File: src/rtl/traffic_monitor.sv
// Passive checker for a three-lamp traffic light. It tracks the lamp phase and flags
// illegal lamp patterns, illegal sequences and wrong dwell lengths.
module traffic_monitor #(
    parameter int RED_LEN    = 8,
    parameter int YELLOW_LEN = 6,
    parameter int GREEN_LEN  = 8
) (
    input  logic       clk,
    input  logic       reset,
    input  logic       on,
    input  logic       red,
    input  logic       yellow,
    input  logic       green,
    input  logic       clear_err,
    output logic [2:0] obs_state,
    output logic       err_lamp,
    output logic       err_seq,
    output logic       err_time,
    output logic [2:0] err_sticky,
    output logic [7:0] cycle_cnt
);
    typedef enum logic [2:0] {
        S_OFF    = 3'b000,
        S_RED    = 3'b001,
        S_YELLOW = 3'b010,
        S_GREEN  = 3'b100,
        S_RESYNC = 3'b111
    } state_t;

    localparam logic [7:0] RED_L    = 8'(RED_LEN);
    localparam logic [7:0] YELLOW_L = 8'(YELLOW_LEN);
    localparam logic [7:0] GREEN_L  = 8'(GREEN_LEN);

    state_t     state, n_state, lamp_st;
    logic       on_d;
    logic [7:0] dwell, n_dwell, n_cnt, cur_len;
    logic [2:0] lamps;
    logic       one_hot, legal, allowed;
    logic       p_lamp, p_seq, p_time;

    assign lamps     = {green, yellow, red};
    assign lamp_st   = state_t'(lamps);
    assign one_hot   = (lamps == 3'b001) || (lamps == 3'b010) || (lamps == 3'b100);
    assign legal     = on_d ? one_hot : (lamps == 3'b000);
    assign obs_state = state;

    always_comb begin
        case (state)
            S_RED:    cur_len = RED_L;
            S_YELLOW: cur_len = YELLOW_L;
            S_GREEN:  cur_len = GREEN_L;
            default:  cur_len = 8'd0;
        endcase
    end

    // Error priority: lamp pattern first, then sequence, then timing.
    always_comb begin
        n_state = state;
        n_dwell = dwell;
        n_cnt   = cycle_cnt;
        p_lamp  = 1'b0;
        p_seq   = 1'b0;
        p_time  = 1'b0;
        allowed = 1'b0;
        if (!legal) begin
            p_lamp  = 1'b1;
            n_state = S_RESYNC;
            n_dwell = 8'd0;
        end else if (lamps == 3'b000) begin
            n_state = S_OFF;
            n_dwell = 8'd0;
        end else if (lamp_st == state) begin
            if (dwell != 8'hff)
                n_dwell = dwell + 8'd1;
            // Fires once: dwell moves past LEN on this sample and never returns to it.
            if (dwell == cur_len)
                p_time = 1'b1;
        end else begin
            n_state = lamp_st;
            n_dwell = 8'd1;
            allowed = (state == S_RESYNC) ||
                      (state == S_OFF    && lamp_st == S_RED)    ||
                      (state == S_RED    && lamp_st == S_YELLOW) ||
                      (state == S_YELLOW && lamp_st == S_GREEN)  ||
                      (state == S_GREEN  && lamp_st == S_RED);
            if (!allowed)
                p_seq = 1'b1;
            else if (state != S_OFF && state != S_RESYNC && dwell < cur_len)
                p_time = 1'b1;
            if (allowed && state == S_GREEN)
                n_cnt = cycle_cnt + 8'd1;
        end
    end

    always_ff @(posedge clk) begin
        if (reset) begin
            state      <= S_OFF;
            dwell      <= 8'd0;
            on_d       <= 1'b0;
            err_lamp   <= 1'b0;
            err_seq    <= 1'b0;
            err_time   <= 1'b0;
            err_sticky <= 3'b000;
            cycle_cnt  <= 8'd0;
        end else begin
            state      <= n_state;
            dwell      <= n_dwell;
            on_d       <= on;
            err_lamp   <= p_lamp;
            err_seq    <= p_seq;
            err_time   <= p_time;
            cycle_cnt  <= n_cnt;
            err_sticky <= (clear_err ? 3'b000 : err_sticky) | {p_time, p_seq, p_lamp};
        end
    end
endmodule

File: config.mk
export PLATFORM = sky130hd
export DESIGN_NAME = traffic_monitor
export DESIGN_NICKNAME = d
export VERILOG_FILES = /design/src/rtl/traffic_monitor.sv
export SDC_FILE = /design/constraint.sdc
export NUM_CORES = 1
export LEC_CHECK = 0
export CAP_MARGIN = 5
export CORE_UTILIZATION = 35
export DETAILED_ROUTE_END_ITERATION = 12
export GPL_TIMING_DRIVEN = 0
export SETUP_SLACK_MARGIN = 0.02
export SLEW_MARGIN = 0
export SYNTH_ARGS = -nofsm -noshare
export SYNTH_HDL_FRONTEND = slang
export SYNTH_SLANG_ARGS = --single-unit
File: constraint.sdc
create_clock -name clk -period 2.7 [get_ports clk]
set_input_delay 0.54 -clock clk [delete_from_list [all_inputs] [get_ports clk]]
set_output_delay 0.54 -clock clk [all_outputs]
set_load 0.01 [all_outputs]
==> results of run 1 <==
[what timing repair did]
| item | 4_1_cts | 5_1_grt |
|---|---|---|
| endpoints found under the setup margin | 0 | 2 |
| gates resized for setup | 0 | 3 |
| setup buffers | 0 | 0 |
[cell type report]
class	count	share of cell area (%)
Clock buffer	3	2.245
Buffer	10	3.197
Clock inverter	1	1.633
Timing Repair Buffer	22	11.97
Tap cell	50	3.401
Multi-Input combinational cell	134	48.03
Sequential cell	26	28.30
Inverter	6	1.224
[cell usage in the layout, fill, tap and decap left out, types with 2 or more instances in the layout]
cell type	n
nand3_1	9
nand2b_1	6
ha_1	5
and2_1	2
clkdlybuf4s50_1	22
nand4bb_1	2
nor2_1	17
nor4_1	2
xnor2_1	3
a21oi_1	13
a21boi_0	2
buf_6	2
clkbuf_1	2
clkbuf_8	3
xor2_1	7
nor2b_1	2
dfxtp_1	26
o21ai_0	4
and3_1	3
mux2i_1	2
a211oi_1	3
nand4_1	2
and4_1	3
nor3_1	5
a31oi_1	4
o31ai_1	7
inv_1	6
nand2_1	10
buf_2	4
or4_1	8
[worst min-delay path: stages (launching register included)]
cell and delay [ns]:
dfxtp_1 0.33, o31ai_1 0.06, a21oi_1 0.06
[power by group]
part           switching [mW]  internal (mW)  leakage [nW]  total, mW
clock network           0.131          0.199        0.0357      0.329
logic                  0.0653         0.0530         0.396      0.118
registers             0.00729          0.391         0.212      0.399
total                   0.203          0.643         0.643      0.846
[stage by stage]
| step | util [%] | worst slack [ns] | TNS, ns | cells |
|---|---|---|---|---|
| final | 45.65 | 0.1772 | 0 | 252 |
| after global routing | 45.65 | 0.03959 | 0 | 252 |
| after CTS | 45.50 | 0.02931 | 0 | 252 |
| after detailed placement | 43.73 | -0.05954 | -0.1985 | 248 |
| after global placement | 43.73 | -0.02008 | -0.02018 | 248 |
| after floorplan | - | 0.2781 | 0 | 176 |
[sequential cells by signal, indices dropped and copies added, names as in the netlist]
name,count
cycle_cnt,8
err_sticky,3
dwell,8
obs_state,3
err_time,1
on_d,1
err_lamp,1
err_seq,1
[routing by layer]
metal / global-route usage [%] / vias up
met1: 19.51 / 640
met3: 4.966 / 4
met2: 28.88 / 35
li1: - / 694
met5: 0 / -
met4: 4.521 / 0
[cells by family after synthesis]
group | share of synthesized area [%]
simple gates | 29.53
compound gates | 16.58
flops | 35.19
buf+inv | 5.414
xor+xnor | 7.023
fa+ha+maj | 4.907
mux | 1.354
[final timing paths]
check | from | end | slack [ns]
setup / recovery | obs_state[2] | err_sticky[2] | 0.18
hold / removal | cycle_cnt[7] | cycle_cnt[7] | 0.49
setup reg to reg | obs_state[2] | err_sticky[2] | 0.18
hold reg to reg | cycle_cnt[7] | cycle_cnt[7] | 0.49
==> qor.yml, run 1 <==
status:
  run_status: "completed"
logic_synthesis:
  ys_warn_count: 0
  syn_area_um2: 1479
  synthTopCellsByArea: "dfxtp_1 35%, a21oi_1 4.4%, nor2_1 4.3%, ha_1 4.2%, xor2_1 4.1%"
  synth_seq_cells: 26
  synth.distinct_cells: 42
  synth_top_area_share_pct: 35.19
  syn-num-nets: 188
  synthCells: 176
  ys_seq_area_share_pct: 35.19
  ys_async_sr_fraction_pct: 0
  yosysTopAreaCell: "dfxtp_1"
  synth_most_common_cell: "dfxtp_1"
  synth_edf_count: 0
  postSynthAreaPerCell_um2: 8.403
  yosys-top-cells-count: "26 x dfxtp_1, 17 x nor2_1, 13 x a21oi_1"
  synth_flop_cell: "dfxtp_1"
setup_path:
  slowest_stage: "a2111o_1"
  cp_cell_sequence: "clkbuf_1 -> xor2_1 -> nand2b_1 -> ha_1 -> nand4b_1 -> or4_1 -> a2111o_1 -> a21oi_1"
  crit_cells: 8
  critPathKind: "reg2reg"
  arrival_ns: 2.73
  path_delay_family: "simple AND/OR/NAND/NOR gates"
  crit_path_end_kind: "flop"
  cp_data_required_time_ns: 2.91
  worst-path-max-fanout: 10
  cp_num_buf_inv: 1
  start_kind: "flop"
  r2r_cells: 8
  cpPeakStageDelay_ns: 0.44
timing:
  relSlewSlack_pct: 58.35
  worst-slew-pin-transition_ns: 0.6200
  timing.final.crit_share_pct: 93.44
  fmax_mhz: 396.4
  drv_slew: 0
  post-route-min-period_ns: 2.523
  rsz0062_at_grt: "false"
  hold_violations: 0
  finalSetupViolCount: 0
  hold_ws_ns: 0.4905
  skew_ns: 0.01225
pwr:
  leakagePower_nw: 0.6432
  irDropWorstVdd_v: 0.0002721
  p_per_area_nw_per_um2: 460.1
  finalPower_mw: 0.8462
global_routing:
  antenna_found_initial: 0
  grt_max_degree: 16
  grt_pass1_wl_um: 5699
  grt_pass1_vias: 1292
  grt_overflow: 0
  grtUsageTotal_pct: 16.65
route:
  wl_per_cell_um: 13.57
  drt-initial-drc-count: 56
  drt_pass1_iterations: 6
  ant_nets: 0
  topRoutingLayerUsed: "met4"
  routed_wirelength_um: 3420
  vias: 1373
  m1WireLength_um: 1499
  dr_wl_met2_um: 1706
  viasPerCell: 5.448
  drc: 0
  routed-wl-met3_um: 182
place:
  place.gp.congestion: 0.7759
  hpwl_um: 2530
  placed_area_um2: 1762
  portBuffers: 22
finish:
  drive_gt1_share_pct: 7.426
  syn_to_final_growth_pct: 24.37
  final_nets: 215
  multi_input_area_um2: 883.3
  fin_area_um2: 1839
  diodes: 0
  ff_latch_area_um2: 520.5
  num-fill-cells: 405
die:
  die-area_um2: 4490
  ioPinCount: 24
  die_x_um: 67.01
  core_area_um2: 4029
  dieHeight_um: 67.01
  rows: 23
  initial_core_util_pct: 36.71
clock_network:
  cts_sinks: 26
  cts_hold_buf: 0
  cts_tree: "built"
  cts_htree_levels: 1
  clk_latency_ns: 0.28
  cts_buffers: 3
  path_clk_slew_ns: 0.10
  ctsRootBufferMaster: "clkbuf_8"
  cts_buffer_depth: 2
run:
  maxCapViolations: 0
hold_path:
  worstHoldPathType: "reg2reg"
  whs_path_depth: 2
Note: power is estimated with default switching activity, not from simulation.
==> inputs of run 2 (changes only) <==
- SKIP_CTS_REPAIR_TIMING: default -> 1
==> results of run 2 <==
Final layout, timing and power as in run 1 (identical DEF).
==> inputs of run 3 (changes only) <==
- MAX_ROUTING_LAYER: default -> met4
==> qor.yml, run 3 (synthesis gave the netlist of run 1 again) <==
route:
  drt-initial-drc-count: 64
  drt_pass1_iterations: 6
  wl_per_cell_um: 13.63
  viasPerCell: 5.472
  ant_nets: 0
  vias: 1379
  drc: 0
  routed_wirelength_um: 3436
timing:
  skew_ns: 0.01227
  finalSetupViolCount: 0
  fmax_mhz: 395.1
  rsz0062_at_grt: "false"
  post-route-min-period_ns: 2.531
  hold_ws_ns: 0.4905
  hold_violations: 0
  relSlewSlack_pct: 58.35
  setup_tns_ns: 0
  worst-slew-pin-transition_ns: 0.6201
  drv_slew: 0
  timing.final.crit_share_pct: 93.74
global_routing:
  grt_overflow: 0
  grtUsageTotal_pct: 17.09
  use_met3_pct: 4.623
  grt_pass1_vias: 1293
  grt_max_degree: 16
  grt_pass1_wl_um: 5706
  antenna_found_initial: 0
  grt_use_met2_pct: 28.88
  use_met1_pct: 19.71
  top_usage_layer: "met2"
setup_path:
  cp_cell_sequence: "clkbuf_1 -> xor2_1 -> nand2b_1 -> ha_1 -> nand4b_1 -> or4_1 -> a2111o_1 -> a21oi_1"
  crit_path_end_kind: "flop"
  r2r_start: "obs_state[2]"
  reg2reg_to: "err_sticky[2]"
  arrival_ns: 2.74
  slowest_stage: "a2111o_1"
  r2r_cells: 8
  cpPeakStageDelay_ns: 0.44
  worst-path-max-fanout: 10
  start_kind: "flop"
  r2r_setup_slack_ns: 0.17
  cp_data_required_time_ns: 2.91
  critPathKind: "reg2reg"
hold_path:
  hold_start: "cycle_cnt[7]"
  holdPathEnd: "cycle_cnt[7]"
  worstHoldPathType: "reg2reg"
  whs_path_depth: 2
finish:
  reg_top3: "cycle_cnt (8), dwell (8)"
  final_nets: 215
  diodes: 0
  layout.cells.non_filler: 252
  num-fill-cells: 405
  drive_gt1_share_pct: 7.426
  syn_to_final_growth_pct: 24.37
  final_cell_mix: "26 x dfxtp_1, 22 x clkdlybuf4s50_1, 17 x nor2_1"
  final_common_cell: "dfxtp_1"
clock_network:
  cts_htree_levels: 1
  cts_sinks: 26
  cts_buffers: 3
  path_clk_slew_ns: 0.10
  clk_latency_ns: 0.28
  cts_buffer_depth: 2
  ctsRootBufferMaster: "clkbuf_8"
  cts_tree: "built"
pwr:
  finalPower_mw: 0.8466
  p_per_area_nw_per_um2: 460.3
  irDropWorstVdd_v: 0.0002721
  leakagePower_nw: 0.6432
die:
  die_x_um: 67.01
  dieHeight_um: 67.01
  die-area_um2: 4490
  ioPinCount: 24
  core_area_um2: 4029
  initial_core_util_pct: 36.71
  rows: 23
place:
  place.gp.congestion: 0.7865
  portBuffers: 22
  dp_cells: 248
  hpwl_um: 2530
run:
  maxCapViolations: 0
status:
  run_status: "completed"
## run 3: layout make-up
cell class / instances / area (um^2) / area share [%]
Multi-Input combinational cell: 134 / 883.3 / 48.03
Clock buffer: 3 / 41.29 / 2.245
Sequential cell: 26 / 520.5 / 28.30
Timing Repair Buffer: 22 / 220.2 / 11.97
Tap cell: 50 / 62.56 / 3.401
Clock inverter: 1 / 30.03 / 1.633
Buffer: 10 / 58.81 / 3.197
Inverter: 6 / 22.52 / 1.224
## run 3: stage by stage
step / setup slack (ns) / util, % / area, um^2
finish: 0.1691 / 45.65 / 1839
floorplan: 0.2781 / - / 1479
global route: 0.03957 / 45.65 / 1839
detailed placement: -0.05954 / 43.73 / 1762
global placement: -0.02008 / 43.73 / 1762
CTS: 0.02931 / 45.50 / 1833
## run 3: worst max path at each step
stage	from	to	slack (ns)	cells after the start
5_1_grt	obs_state[1]	err_sticky[2]	0.04	8
2_1_floorplan	obs_state[1]	err_sticky[2]	0.28	8
3_3_place_gp	yellow	err_sticky[2]	-0.02	8
6_report	obs_state[2]	err_sticky[2]	0.17	8
4_1_cts	obs_state[1]	err_sticky[2]	0.03	8
3_5_place_dp	yellow	err_sticky[2]	-0.06	8
## run 3: power breakdown
group	leakage, nW	internal [mW]	switching (mW)	total [mW]
sequential	0.212	0.391	0.00735	0.399
clock	0.0357	0.199	0.131	0.329
combinational	0.396	0.0530	0.0656	0.119
## run 3: critical path, delay by kind of cell, from the launching register on
| family | cells | cell delay, ns |
|---|---|---|
| and+or+nand+nor | 3 | 0.63 |
| AOI/OAI and AO/OA | 2 | 0.56 |
| adders and majority gates | 1 | 0.29 |
| DFF | 1 | 0.34 |
| xor gates and xnor gates | 1 | 0.21 |
| buffers and inverters | 1 | 0.43 |
## run 3: metal layers
metal	vias up	routed length, um
li1	694	-
met1	645	1525
met2	36	1717
met3	4	162
met4	0	31
met5	-	0
